==> src/rtl/bus_master.sv <==
// bus_master: initiator side of the local DMA bus.
// Runs one write or read burst per command and reports words moved.
module bus_master #(
  parameter int LEN_W = 16
) (
  input  logic             clk_i,
  input  logic             reset_n_i,
  input  logic             cmd_valid_i,
  output logic             cmd_ready_o,
  input  logic             cmd_we_i,
  input  logic             cmd_chan_i,
  input  logic [LEN_W-1:0] cmd_len_i,
  output logic             done_o,
  output logic [LEN_W-1:0] done_count_o,
  output logic             done_abort_o,
  input  logic [31:0]      src_dat_i,
  input  logic             src_empty_i,
  output logic             src_rd_o,
  output logic [31:0]      rd_dat_o,
  output logic             rd_valid_o,
  input  logic [1:0]       req_w_i,
  input  logic [1:0]       req_r_i,
  output logic             stb_o,
  output logic             we_o,
  output logic             m_rdy_o,
  output logic [31:0]      dat_o,
  output logic             dat_o_enable_o,
  input  logic             ack_i,
  input  logic             abort_i,
  input  logic             s_rdy_i,
  input  logic [31:0]      dat_i
);

  typedef enum logic [2:0] {
    S_IDLE, S_REQ_WAIT, S_ADDR, S_WR_BURST,
    S_RD_BURST, S_RD_DRAIN, S_END
  } state_t;

  state_t state, state_n;

  logic             we_q, we_d;
  logic             chan_q, chan_d;
  logic [LEN_W-1:0] len_q, len_d;
  logic [LEN_W-1:0] sent, sent_d;
  logic [LEN_W-1:0] issued, issued_d;
  logic [LEN_W-1:0] recv, recv_d;
  logic             first, first_d;
  logic             abort_q, abort_d;
  logic             stb_d, m_rdy_d, we_bus_d, oe_d;
  logic [31:0]      dat_d, rd_dat_d;
  logic             rd_valid_d;
  logic             done_d, dab_d;
  logic [LEN_W-1:0] cnt_d;
  logic             req;

  assign cmd_ready_o = (state == S_IDLE);
  assign req = we_q ? req_w_i[chan_q] : req_r_i[chan_q];

  always_ff @(posedge clk_i or negedge reset_n_i) begin
    if (!reset_n_i) begin
      state          <= S_IDLE;
      we_q           <= 1'b0;
      chan_q         <= 1'b0;
      len_q          <= '0;
      sent           <= '0;
      issued         <= '0;
      recv           <= '0;
      first          <= 1'b0;
      abort_q        <= 1'b0;
      stb_o          <= 1'b0;
      we_o           <= 1'b0;
      m_rdy_o        <= 1'b0;
      dat_o          <= '0;
      dat_o_enable_o <= 1'b0;
      rd_dat_o       <= '0;
      rd_valid_o     <= 1'b0;
      done_o         <= 1'b0;
      done_count_o   <= '0;
      done_abort_o   <= 1'b0;
    end else begin
      state          <= state_n;
      we_q           <= we_d;
      chan_q         <= chan_d;
      len_q          <= len_d;
      sent           <= sent_d;
      issued         <= issued_d;
      recv           <= recv_d;
      first          <= first_d;
      abort_q        <= abort_d;
      stb_o          <= stb_d;
      we_o           <= we_bus_d;
      m_rdy_o        <= m_rdy_d;
      dat_o          <= dat_d;
      dat_o_enable_o <= oe_d;
      rd_dat_o       <= rd_dat_d;
      rd_valid_o     <= rd_valid_d;
      done_o         <= done_d;
      done_count_o   <= cnt_d;
      done_abort_o   <= dab_d;
    end
  end

  always_comb begin
    state_n    = state;
    we_d       = we_q;
    chan_d     = chan_q;
    len_d      = len_q;
    sent_d     = sent;
    issued_d   = issued;
    recv_d     = recv;
    first_d    = first;
    abort_d    = abort_q;
    stb_d      = stb_o;
    m_rdy_d    = 1'b0;
    dat_d      = dat_o;
    rd_dat_d   = rd_dat_o;
    rd_valid_d = 1'b0;
    src_rd_o   = 1'b0;

    // s_rdy trails ack by a cycle, so capture spans burst and drain
    if ((state == S_RD_BURST || state == S_RD_DRAIN) &&
        s_rdy_i && recv < len_q) begin
      rd_dat_d   = dat_i;
      rd_valid_d = 1'b1;
      recv_d     = recv + 1'b1;
    end

    case (state)
      S_IDLE: begin
        if (cmd_valid_i) begin
          we_d     = cmd_we_i;
          chan_d   = cmd_chan_i;
          len_d    = cmd_len_i;
          sent_d   = '0;
          issued_d = '0;
          recv_d   = '0;
          abort_d  = 1'b0;
          first_d  = 1'b1;
          state_n  = (cmd_len_i == '0) ? S_END : S_REQ_WAIT;
        end
      end
      S_REQ_WAIT: begin
        if (req) begin
          stb_d   = 1'b1;
          dat_d   = {31'b0, chan_q};
          state_n = S_ADDR;
        end
      end
      S_ADDR: begin
        first_d = 1'b1;
        state_n = we_q ? S_WR_BURST : S_RD_BURST;
      end
      S_WR_BURST: begin
        if (sent == len_q) begin
          stb_d   = 1'b0;
          state_n = S_END;
        end else if (first && abort_i) begin
          stb_d   = 1'b0;
          abort_d = 1'b1;
          state_n = S_END;
        end else if (!ack_i && !first) begin
          stb_d   = 1'b0;
          state_n = S_END;
        end else if (ack_i) begin
          first_d = 1'b0;
          if (!src_empty_i) begin
            src_rd_o = 1'b1;
            m_rdy_d  = 1'b1;
            dat_d    = src_dat_i;
            sent_d   = sent + 1'b1;
          end
        end
      end
      S_RD_BURST: begin
        if (first && abort_i) begin
          stb_d   = 1'b0;
          abort_d = 1'b1;
          state_n = S_END;
        end else if (ack_i) begin
          first_d  = 1'b0;
          issued_d = issued + 1'b1;
          if (issued + 1'b1 == len_q) begin
            stb_d   = 1'b0;
            state_n = S_RD_DRAIN;
          end
        end else if (!first) begin
          stb_d   = 1'b0;
          state_n = S_RD_DRAIN;
        end
      end
      S_RD_DRAIN: begin
        if (recv_d == issued) state_n = S_END;
      end
      S_END: begin
        stb_d   = 1'b0;
        state_n = S_IDLE;
      end
      default: state_n = S_IDLE;
    endcase

    we_bus_d = stb_d & we_d;
    oe_d     = (stb_d & we_d) | (state_n == S_ADDR);
    done_d   = (state_n == S_END);
    cnt_d    = done_d ? (we_d ? sent_d : recv_d) : '0;
    dab_d    = done_d & abort_d;
  end

endmodule

==> config.mk <==
export PLATFORM = sky130hd
export DESIGN_NAME = bus_master
export DESIGN_NICKNAME = d
export VERILOG_FILES = /design/src/rtl/bus_master.sv
export SDC_FILE = /design/constraint.sdc
export NUM_CORES = 1
export LEC_CHECK = 0
export ABC_AREA = 1
export CORE_MARGIN = 1.5
export CORE_UTILIZATION = 45
export DETAILED_ROUTE_END_ITERATION = 10
export GPL_TIMING_DRIVEN = 0
export MAX_ROUTING_LAYER = met4
export PLACE_DENSITY = 0.76
export SYNTH_ARGS = -nofsm -noshare
export SYNTH_HDL_FRONTEND = slang
export SYNTH_SLANG_ARGS = --single-unit
==> constraint.sdc <==
create_clock -name clk_i -period 6.4 [get_ports clk_i]
set_input_delay 0.64 -clock clk_i [delete_from_list [all_inputs] [get_ports clk_i]]
set_output_delay 0.64 -clock clk_i [all_outputs]
set_load 0.1 [all_outputs]
======== Word level (Yosys, flattened, before mapping) ========
Index checks and enable logic that the tools add are counted.
storage, ports and cells
  flip-flop bits (word level) ............. 158
  input bits .............................. 93
  output and inout port bits .............. 89
  logic and storage cells ................. 133
operators by class
  add/sub/neg operators ................... 3
  order comparisons ....................... 2
  equal/unequal tests ..................... 20
  mux-type cells .......................... 70
  bitwise gates (word level) .............. 3
  reductions and logical operators ........ 16
operators with widths
  cell                   count
  $mux 16                14
  $mux 32                6
  $pmux 16 s2            2
  $pmux 32 s2            1
  $add 16x1->16 const B  3
  $eq 16x16->1           3
  $mux 3                 12
  $mux 1                 31
  $ne 2x2->1 const B     9
  $pmux 3 s6             1
  $logic_not 16->1       1
  $lt 16x16->1           1
  $eq 3x3->1 const B     4
  $eq 3x2->1 const B     3
  $pmux 1 s4             2
  $reduce_and 7->1       1
  $reduce_and 6->1       1
  $logic_and 1x1->1      4
  $reduce_and 4->1       1
  $reduce_bool 2->1      2
  $reduce_bool 4->1      1
  $eq 3x1->1 const B     1
  $logic_not 3->1        1
  $pmux 1 s3             1
  6 further kinds        8

======== Depth between registers and ports, before layout ========
  word-level depth ........................ 10
  gate-level depth with buffers ........... 23
  gate-level depth less buffers ........... 21

======== Worst setup path before layout ========
OpenSTA, ideal clock, no wires.
  path kind ............................... register -> output
  start point ............................. reg state[2]
  end point ............................... out src_rd_o
  arrival ................................. 2.430 ns
  required time ........................... 5.760 ns
  path slack .............................. 3.330 ns
  cell stages (with the launch flop) ...... 7
  path buffers ............................ 3
  cells stage by stage .................... dfrtp_1 > buf_2 > nor3_1 > inv_1 > clkbuf_1 > nor2_1 > clkbuf_1
on the way
  cells in the longest elaborated chain, start to end .. 2
ends and longest elaborated chain
  element                 RTL line  text
  from (decl)             39        state_t state, state_n;
  from (signal assigned)  81        state <= state_n;
  $eq 3x2->1              128       case (state)
  $mux 1                  128
  to (decl)               18        output logic src_rd_o,
Every way passes these cells.

======== Worst setup path in the final report ========
  start point ............................. reg state[0]
  end point ............................... out src_rd_o
Same word-level chain as after synthesis.

==> out/metrics.yaml <==
outcome:
  status: "complete, no violations"
sta:
  max_freq_ghz: 0.2163
  slew_violations: 0
  fin_crit_sh: 0.7223
  skew_ns: 0.01098
  hold_viol_final: 0
  fin_crit_ns: 4.623
  finalSetupViolations: 0
  rsz0062_at_grt: "no"
  tightest_slew_ns: 1.021
  slew_headroom: 0.3171
routing:
  drt_first_pass_iters: 7
  drtIter0Drc: 698
  postRouteAntennaNets: 0
  via_per_inst: 5.374
  wl_per_cell_um: 17.30
  vias: 8206
  drt_wl_total_um: 26410
  remaining_drc_errors: 0
clocking:
  worst_skew_pair.late_latency_ns: 0.43
  h-tree-depth: 4
  cts_sinks: 158
  cts.clk_slew.worst_paths_ns: 0.06
  cts_resized: 0
  numCtsBuffers: 17
  cts_max_path_buffers: 2
  cts_tree: "built"
  post-cts-setup-buffer-count: 0
  hold_buffers: 0
  cts_root_buffer: "clkbuf_16"
power_and_ir_drop:
  p_leak_nw: 5.211
  vdd_drop_max_v: 0.0003284
  p_per_area_nw_per_um2: 510.1
floorplan:
  ioPinCount: 182
  initial_core_util: 0.4576
  die_height_um: 140.7
  die_width_um: 140.7
  num_rows: 50
  core-area_sq_um: 18640
  die-area_sq_um: 19790
setup_path:
  crit_fanout: 11
  worstPathArrival_ns: 3.98
  cp-start-kind: "flip-flop"
  crit_type: "flip-flop to primary output"
  end_kind: "primary output"
  cp_data_required_time_ns: 5.76
logic_synthesis:
  ys_top_cells_by_count: "nand2_1, dfrtp_1, inv_1"
  syn_area_sq_um: 8531
  yosysUniqueCellTypes: 45
  synth_top_area_share: 0.4635
  ys_ff_latch: 158
  syn_avg_cell_area_sq_um: 7.913
  synth-edff-count: 0
  yosysSeqAreaShare: 0.4635
  yosys_warnings: 0
  yosys.cell_count.top_type: "nand2_1"
  async_flop_share: 1.000
  synth_cells: 1078
  yosys.area.top_type: "dfrtp_1"
  synthTopCellsByArea: "dfrtp_1, nand2_1, inv_1"
  synth_flop_cell: "dfrtp_1"
  synth.net_count: 1189
cells_and_area:
  fin_cells: 1527
  nets: 1390
  n_fill_cell: 1669
  area_delta_synth_final_pct: 31.67
  final_util: 0.6025
  drive_gt1_frac: 0.05650
flow_run:
  cap_violations: 0
grt:
  track_usage: 0.2811
  grt_pass1_vias: 7807
  antenna_found_initial: 1
  grt_max_degree: 94
  grt_overflow: 0
  grt_pass1_wl_um: 41630
placement:
  gp_congestion: 0.9867
  dp_cells: 1494
  port_buffers: 181
  hpwl_um: 20200
hold_path:
  min_path_type: "input pin to asynchronous set/reset pin"
final cells by class:
type	count	area, sq um	share of cell area
multi-input combinational	772	3993	0.3555
sequential	158	3954	0.3520
timing repair buffer	182	1844	0.1642
clock buffer	19	432.9	0.03854
inverter	113	424.2	0.03776
tap	234	292.8	0.02607
buffer	35	160.2	0.01426
clock inverter	13	128.9	0.01147
antenna	1	2.502	0.0002228
path summary, 6_finish.rpt:
kind	cells past startpoint	from	end	slack, ns
worst max-delay path	7	state[0]	src_rd_o	1.78
worst min-delay path	1	reset_n_i	dat_o_enable_o	0.15
worst max register to register	21	len_q[9]	done_count_o[10]	3.06
worst min register to register	2	rd_dat_o[27]	rd_dat_o[27]	0.48
max in group asynchronous	2	reset_n_i	rd_dat_o[23]	5.42
min in group clk_i	2	rd_dat_o[27]	rd_dat_o[27]	0.48
stage by stage:
stage / TNS [ns] / power (mW) / setup WS, ns / area (sq um) / hold slack (ns)
finish: 0 / 5.730 / 1.777 / 11230 / 0.1485
global route: 0 / 6.029 / 1.499 / 11230 / 0.1921
CTS: 0 / 5.734 / 1.784 / 11230 / 0.1710
detailed placement: 0 / 4.740 / 1.853 / 10670 / 0.4637
global placement: -274.04 / 4.705 / -1.750 / 10640 / 0.4613
floorplan: 0 / 3.851 / 3.330 / 8531 / 0.3444
flip-flops by register name, summed over array words and instances (netlist names), 3 cells and up:
name	cells
issued	16
recv	16
len_q	16
state	3
sent	16
dat_o	32
done_count_o	16
rd_dat_o	32
cells in the final DEF (no fill, tap or decap), drive strengths merged, types with 2 or more instances in the layout:
master,instances
nand2,329
clkdlybuf4s50,180
dfrtp,158
inv,118
nor2,108
o21ai,72
nand3,71
clkbuf,43
nand4,33
a22o,31
xor2,23
a21oi,22
ha,18
nor3,17
o22ai,16
buf,13
xnor2,11
clkinv,5
nor4,3
nand3b,3
o211ai,2
mux2i,2
clkinvlp,2
kinds of logic (layout without fill, tap and decap cells):
family                     count (synthesis)  count (layout)  share of synthesized area
and+or+nand+nor                          567             567                     0.2945
AOI/OAI and AO/OA                        150             150                     0.1085
other                                      0               1                          0
xor gates and xnor gates                  34              34                    0.03491
adders and majority gates                 18              18                    0.02640
buffers and inverters                    148             362                    0.06850
DFF                                      158             158                     0.4635
muxes                                      3               3                   0.003667
routing by layer:
metal  track usage  wire, um  vias to the layer above
li1              -         -                     3934
met1        0.3649     11280                     3859
met2        0.4369     12270                      355
met3       0.05673      1992                       58
met4        0.1058       875                        0
met5             -         0                        -
critical path, stage by stage (launching register included):
cell and delay (ns):
dfrtp_1 0.46, inv_1 0.11, nor3_1 0.36, inv_1 0.18, clkbuf_1 0.29, nor2_1 0.49
clkbuf_1 0.44, clkdlybuf4s50_1 1.22
where the power goes:
group	internal (mW)	total, mW	leakage (nW)	switching, mW
sequential	1.28	1.51	2.10	0.233
clock	0.543	0.983	0.269	0.440
combinational	0.824	3.23	2.84	2.41
Power figures use the tool's default switching activity.
